<file path="src/rtl/device_cmd_scheduler.sv">
// device_cmd_scheduler: turns button rising edges into queued commands and issues them
// one at a time to the selected device over a req/ack handshake, with an ack timeout.
module device_cmd_scheduler #(
    parameter int unsigned NUM_DEV     = 4,
    parameter int unsigned SEL_W       = 2,
    parameter int unsigned DIGIT_W     = 7,
    parameter int unsigned FIFO_DEPTH  = 4,
    parameter int unsigned ACK_TIMEOUT = 15
) (
    input  logic                          clk,
    input  logic                          rst,
    input  logic [SEL_W-1:0]              device_choice,
    input  logic [DIGIT_W-1:0]            digit_choice,
    input  logic                          digit_load,
    input  logic                          digit_change,
    input  logic                          mode_change,
    output logic [NUM_DEV-1:0]            dev_req,
    output logic [1:0]                    dev_op,
    output logic [DIGIT_W-1:0]            dev_digit,
    input  logic [NUM_DEV-1:0]            dev_ack,
    output logic                          cmd_dropped,
    output logic                          ack_timeout,
    output logic [$clog2(FIFO_DEPTH):0]   fifo_count,
    output logic                          busy,
    output logic                          digit_load_indicator
);

    localparam int unsigned PTR_W = $clog2(FIFO_DEPTH);
    localparam int unsigned CNT_W = PTR_W + 1;
    localparam int unsigned TMO_W = $clog2(ACK_TIMEOUT + 1);

    localparam logic [1:0] OP_LOAD   = 2'b00;
    localparam logic [1:0] OP_CHANGE = 2'b01;
    localparam logic [1:0] OP_MODE   = 2'b10;

    typedef struct packed {
        logic [1:0]         op;
        logic [SEL_W-1:0]   dev;
        logic [DIGIT_W-1:0] digit;
    } cmd_t;

    typedef enum logic {
        S_IDLE = 1'b0,
        S_REQ  = 1'b1
    } state_t;

    // button history and queue storage
    logic [2:0]         r_btn_hist;
    cmd_t               r_mem [FIFO_DEPTH];
    logic [PTR_W-1:0]   r_wr_ptr;
    logic [PTR_W-1:0]   r_rd_ptr;
    logic [CNT_W-1:0]   r_count;

    // dispatcher state
    state_t             r_state;
    logic [TMO_W-1:0]   r_tmo_cnt;
    logic [SEL_W-1:0]   r_dev_sel;
    logic [NUM_DEV-1:0] r_dev_req;
    logic [1:0]         r_dev_op;
    logic [DIGIT_W-1:0] r_dev_digit;

    // registered status outputs
    logic               r_cmd_dropped;
    logic               r_ack_timeout;
    logic               r_busy;
    logic               r_dli;

    // combinational helpers
    logic [2:0]         w_btn;
    logic [2:0]         w_rise;
    logic               w_any_rise;
    logic               w_multi_rise;
    logic               w_full;
    logic               w_push;
    logic               w_pop;
    logic [CNT_W-1:0]   w_count_nxt;
    cmd_t               w_new_cmd;
    cmd_t               w_head;
    state_t             w_state_nxt;
    logic [TMO_W-1:0]   w_tmo_inc;
    logic [TMO_W-1:0]   w_tmo_nxt;
    logic               w_timeout_hit;
    logic [SEL_W-1:0]   w_dev_sel_nxt;
    logic [NUM_DEV-1:0] w_req_nxt;
    logic [1:0]         w_op_nxt;
    logic [DIGIT_W-1:0] w_digit_nxt;

    // Event detection: bit order is {mode, load, change}
    assign w_btn        = {mode_change, digit_load, digit_change};
    assign w_rise       = w_btn & ~r_btn_hist;
    assign w_any_rise   = (w_rise != 3'd0);
    assign w_multi_rise = ((w_rise & (w_rise - 3'd1)) != 3'd0);
    assign w_full       = (r_count == CNT_W'(FIFO_DEPTH));
    assign w_push       = w_any_rise && !w_full;
    assign w_head       = r_mem[r_rd_ptr];
    assign w_count_nxt  = r_count + CNT_W'(w_push) - CNT_W'(w_pop);
    assign w_tmo_inc    = r_tmo_cnt + TMO_W'(1);

    // Winning event builds the queue entry; mode beats load beats change
    always_comb begin
        w_new_cmd       = '0;
        w_new_cmd.dev   = device_choice;
        w_new_cmd.digit = digit_choice;
        if (w_rise[2]) begin
            w_new_cmd.op = OP_MODE;
        end else if (w_rise[1]) begin
            w_new_cmd.op = OP_LOAD;
        end else begin
            w_new_cmd.op = OP_CHANGE;
        end
    end

    // Button history; forced high in reset so held buttons do not fire on release of reset
    always_ff @(posedge clk) begin
        if (rst) begin
            r_btn_hist <= '1;
        end else begin
            r_btn_hist <= w_btn;
        end
    end

    // Queue storage write port
    always_ff @(posedge clk) begin
        if (w_push) begin
            r_mem[r_wr_ptr] <= w_new_cmd;
        end
    end

    // Queue pointers and occupancy
    always_ff @(posedge clk) begin
        if (rst) begin
            r_wr_ptr <= '0;
            r_rd_ptr <= '0;
            r_count  <= '0;
        end else begin
            if (w_push) begin
                r_wr_ptr <= r_wr_ptr + PTR_W'(1);
            end
            if (w_pop) begin
                r_rd_ptr <= r_rd_ptr + PTR_W'(1);
            end
            r_count <= w_count_nxt;
        end
    end

    // Dispatcher state register
    always_ff @(posedge clk) begin
        if (rst) begin
            r_state <= S_IDLE;
        end else begin
            r_state <= w_state_nxt;
        end
    end

    // Dispatcher next-state and handshake outputs
    always_comb begin
        w_state_nxt   = r_state;
        w_pop         = 1'b0;
        w_tmo_nxt     = r_tmo_cnt;
        w_timeout_hit = 1'b0;
        w_dev_sel_nxt = r_dev_sel;
        w_req_nxt     = r_dev_req;
        w_op_nxt      = r_dev_op;
        w_digit_nxt   = r_dev_digit;
        case (r_state)
            S_IDLE: begin
                if (r_count != '0) begin
                    w_state_nxt   = S_REQ;
                    w_pop         = 1'b1;
                    w_tmo_nxt     = '0;
                    w_dev_sel_nxt = w_head.dev;
                    w_req_nxt     = NUM_DEV'(1) << w_head.dev;
                    w_op_nxt      = w_head.op;
                    w_digit_nxt   = w_head.digit;
                end
            end
            S_REQ: begin
                if (dev_ack[r_dev_sel]) begin
                    w_state_nxt = S_IDLE;
                    w_tmo_nxt   = '0;
                    w_req_nxt   = '0;
                    w_op_nxt    = '0;
                    w_digit_nxt = '0;
                end else if (w_tmo_inc == TMO_W'(ACK_TIMEOUT)) begin
                    w_state_nxt   = S_IDLE;
                    w_timeout_hit = 1'b1;
                    w_tmo_nxt     = '0;
                    w_req_nxt     = '0;
                    w_op_nxt      = '0;
                    w_digit_nxt   = '0;
                end else begin
                    w_tmo_nxt = w_tmo_inc;
                end
            end
            default: begin
                w_state_nxt = S_IDLE;
                w_req_nxt   = '0;
                w_op_nxt    = '0;
                w_digit_nxt = '0;
                w_tmo_nxt   = '0;
            end
        endcase
    end

    // Handshake output registers
    always_ff @(posedge clk) begin
        if (rst) begin
            r_tmo_cnt   <= '0;
            r_dev_sel   <= '0;
            r_dev_req   <= '0;
            r_dev_op    <= '0;
            r_dev_digit <= '0;
        end else begin
            r_tmo_cnt   <= w_tmo_nxt;
            r_dev_sel   <= w_dev_sel_nxt;
            r_dev_req   <= w_req_nxt;
            r_dev_op    <= w_op_nxt;
            r_dev_digit <= w_digit_nxt;
        end
    end

    // Status pulses and levels, computed from next-cycle values so they align with dev_req
    always_ff @(posedge clk) begin
        if (rst) begin
            r_cmd_dropped <= 1'b0;
            r_ack_timeout <= 1'b0;
            r_busy        <= 1'b0;
            r_dli         <= 1'b0;
        end else begin
            r_cmd_dropped <= w_any_rise && (w_multi_rise || w_full);
            r_ack_timeout <= w_timeout_hit;
            r_busy        <= (w_state_nxt != S_IDLE) || (w_count_nxt != '0);
            r_dli         <= (w_state_nxt == S_REQ) && (w_op_nxt == OP_LOAD);
        end
    end

    assign dev_req              = r_dev_req;
    assign dev_op               = r_dev_op;
    assign dev_digit            = r_dev_digit;
    assign cmd_dropped          = r_cmd_dropped;
    assign ack_timeout          = r_ack_timeout;
    assign fifo_count           = r_count;
    assign busy                 = r_busy;
    assign digit_load_indicator = r_dli;

endmodule

</file>
<file path="config.mk">
export PLATFORM = sky130hd
export DESIGN_NAME = device_cmd_scheduler
export DESIGN_NICKNAME = d
export VERILOG_FILES = /design/src/rtl/device_cmd_scheduler.sv
export SDC_FILE = /design/constraint.sdc
export NUM_CORES = 1
export LEC_CHECK = 0
export BUFFER_PORTS_ARGS = -buffer_cell sky130_fd_sc_hd__buf_2
export CORE_MARGIN = 2
export CORE_UTILIZATION = 45
export DETAILED_ROUTE_END_ITERATION = 6
export PLACE_DENSITY = 0.67
export SLEW_MARGIN = 20
export SYNTH_ARGS = -nofsm -noshare
export SYNTH_HDL_FRONTEND = slang
export SYNTH_SLANG_ARGS = --single-unit
export TNS_END_PERCENT = 20
</file>
<file path="constraint.sdc">
create_clock -name clk -period 2.55 [get_ports clk]
set_clock_uncertainty 0.1 [all_clocks]
set_input_delay 0.255 -clock clk [delete_from_list [all_inputs] [get_ports clk]]
set_output_delay 0.255 -clock clk [all_outputs]
set_load 0.01 [all_outputs]
</file>
==> impl_metrics.json <==
{
  "die_y_um": 87.6,
  "synth-warning-count": 0,
  "grt_start_max_net_pins": 31,
  "path_cells": "nor3_4, nor2_1, ha_1, inv_1, ha_1, fa_1, xnor2_1, xnor2_1, a31oi_1",
  "post_synth_mux_area_share_pct": 9.55,
  "route.detailed.drc": 0,
  "grt_antenna_before_repair": 0,
  "cts-root-buf": "clkbuf_8",
  "start_kind": "flip-flop",
  "cts.repair_timing.setup_buffer_count": 0,
  "fmax_ghz": 0.429,
  "grt_setup_unrepaired": "false",
  "die-width_um": 87.6,
  "firstDrtPassIters": 4,
  "total_leakage_power_nw": 1.41,
  "tightestPinTransition_ns": 0.725,
  "detail_route.wl_per_cell_um": 14.4,
  "finalSetupTns_ns": 0,
  "yosys.area.top_type": "edfxtp_1",
  "cts.reportedPaths.clkPinSlew_ns": 0.08,
  "place.port_buffers": 37,
  "seq_area_mm2": 0.00204,
  "timing.final.setup_violations": 0,
  "timing_worst_setup_path_type": "reg -> reg",
  "tritoncts": "yes",
  "fin_crit_sh_pct": 91.4,
  "number_of_buffers_added_by_the_clock_tree_synthesis_step": 9,
  "max_cap_check_violation_count": 0,
  "top_cells_by_area_synth": "edfxtp_1, dfxtp_1, mux4_2",
  "post_synth_xor_area_fraction_pct": 1.39,
  "synth_area_mm2": 0.00315,
  "finalWeightedCongestion": 0.749,
  "core-area_mm2": 0.00679,
  "globalRouteOverflowTotal": 0,
  "placedCellCount": 350,
  "drive_gt1_share_pct": 31.6,
  "detail_route.vias_per_cell": 5.00,
  "slew-limit-headroom_pct": 51.3,
  "netlist_instances": 216,
  "synth.net_count": 243,
  "synth_top_family_by_area": "multiplexers",
  "report.final.hold_viol_count": 0,
  "cts_htree_levels": 3,
  "synth.top_cell.area_share_pct": 42.0,
  "num-nets-final": 297,
  "period_minus_slack_ns": 2.33,
  "number_of_enable_flip_flop_cells_after_synthesis": 44,
  "clock_sinks": 80,
  "synth.avg_cell_area_um2": 14.6,
  "min_path_type": "in -> reg",
  "async_s_r_ff_share_synth_pct": 0,
  "multiInputGateArea_mm2": 0.00105,
  "post_synth_and_or_nand_nor_area_fraction_pct": 9.55,
  "vias": 1856,
  "place.detailed.hpwl_um": 3700,
  "antenna_violating_nets_post_route": 0,
  "outcome": "complete, no violations",
  "grtUsageTotal_pct": 15.3,
  "clkLatencyLatePin_ns": 0.35,
  "placementRows": 30,
  "irDropWorstVdd_v": 0.000401,
  "synth_area_in_compound_gates_pct": 8.47,
  "starting_utilization_of_the_core_area_pct": 46.3,
  "dieArea_mm2": 0.00767,
  "instances_no_fill": 371,
  "seq_cells_post_synth": 80,
  "critPathCaptureType": "flip-flop",
  "critPathRequiredTime_ns": 2.66,
  "timing.critical_path.arrival_ns": 2.45,
  "cts_buffer_depth": 2,
  "critical-path-max-stage-delay_ns": 0.38,
  "power.density_cell_area_mw_per_mm2": 1040,
  "syn_to_final_growth_pct": 19.8,
  "wire_length_of_the_first_global_routing_pass_um": 8590,
  "fillCellCount": 560,
  "i_o_pin_cnt": 38,
  "worstPathBufferInverterCount": 1,
  "synth.yosys.seq_area_share_pct": 64.9,
  "cp_max_fo": 6,
  "timing_max_transition_violations_final": 0,
  "routed_wl_um": 5340,
  "drt-initial-drc-count": 69,
  "cp_slowest_cell": "fa_1",
  "synth_ff_type": "edfxtp_1",
  "synth_cell_types": 43,
  "critPathTopFamily": "adder cells",
  "n_antenna_cell": 0,
  "share_of_synthesized_cell_area_in_full_adder_half_adder_and_majority_cells_pct": 3.82,
  "first_global_vias": 1765
}
## worst register-to-register path, delay by kind of cell, from the launching register on
kind	cells	cell delay (ns)
compound gates	1	0.10
xor+xnor	2	0.32
fa+ha+maj	3	0.85
buf+inv	1	0.04
flops	1	0.36
simple gates	2	0.43
## per-stage QoR
stage	setup slack, ns	area (µm²)	total power [mW]	hold WS (ns)	utilization (%)
floorplan	0.0813	3150	2.54	0.254	-
global placement	0.0966	3490	2.91	0.353	51.3
detailed placement	0.0279	3490	2.92	0.357	51.3
CTS	0.0745	3730	3.93	0.00135	54.8
global route	0.0516	3770	4.14	0.00392	55.5
finish	0.218	3770	3.91	0.0200	55.5
## registers in the layout, summed over array words and instances, names as in the netlist, 3 cells and up, named ones only
name,count
dev_digit,7
r_btn_hist,3
r_tmo_cnt,4
fifo_count,3
r_mem,44
dev_req,4
## layer usage
layer	wire, µm	global-route usage, %
met1	2590	20.1
met2	2460	23.1
met3	206	4.90
met4	92	7.13
met5	0	0
## cell usage in the layout, fill, tap and decap left out, types with 2 or more instances in the layout
cell,count
edfxtp_1,44
buf_2,37
dfxtp_1,34
nor2_1,13
mux4_2,12
nand2_1,10
inv_1,9
a21oi_1,9
clkbuf_8,9
buf_4,9
o21ai_0,8
ha_1,8
a22o_1,7
nor2b_1,6
dlygate4sd3_1,5
and2_1,4
xnor2_1,4
nand3_1,3
mux2i_1,3
or2_2,3
nand2b_1,2
a21oi_2,2
a21o_1,2
a31oi_1,2
bufinv_16,2
inv_6,2
dfxtp_2,2
## kinds of logic after synthesis
group                    after synthesis
AO/OA/AOI/OAI                         37
multiplexers                          15
flip-flops                            80
buffers and inverters                 17
AND/OR/NAND/NOR                       53
XOR/XNOR                               5
adder cells (fa/ha/maj)                9
## cell type report
cell class              count  share of cell area (%)
clock inverters             7                    2.49
multi-input cells         119                    27.9
flip-flops and latches     80                    54.2
clock buffers               9                    3.29
repair buffers             51                    8.03
inverters                   9                   0.896
well taps                  96                    3.19
## worst paths after layout
kind                                       from           to  slack (ns)  cells after the start
worst max register to register    fifo_count[1]         busy        0.22                      9
worst min register to register       dev_req[1]   dev_req[1]        0.37                      2
worst min-delay path            digit_choice[2]  r_mem[2][2]        0.02                      1
worst max-delay path              fifo_count[1]         busy        0.22                      9
## Yosys cell counts (6+ instances only)
| library cell | count |
|---|---|
| edfxtp_1 | 44 |
| clkbuf_1 | 6 |
| dfxtp_1 | 36 |
| nand2_1 | 10 |
| nor2b_1 | 6 |
| ha_1 | 8 |
| a21oi_1 | 10 |
| a22o_1 | 7 |
| mux4_2 | 12 |
| nor2_1 | 13 |
| inv_1 | 9 |
| o21ai_0 | 8 |
## what timing repair did
item                       in CTS  in global routing
hold buffers                    2                  3
resized for setup               0                  4
hold endpoints to repair        2                 10
setup endpoints to repair       0                  2
## report_power, final
group / internal (mW) / total (mW) / switching [mW] / leakage (nW)
Combinational: 0.576 / 1.18 / 0.605 / 0.611
Clock: 0.552 / 1.01 / 0.454 / 0.104
Sequential: 1.58 / 1.72 / 0.138 / 0.696
Note: power is estimated with default switching activity, not from simulation.
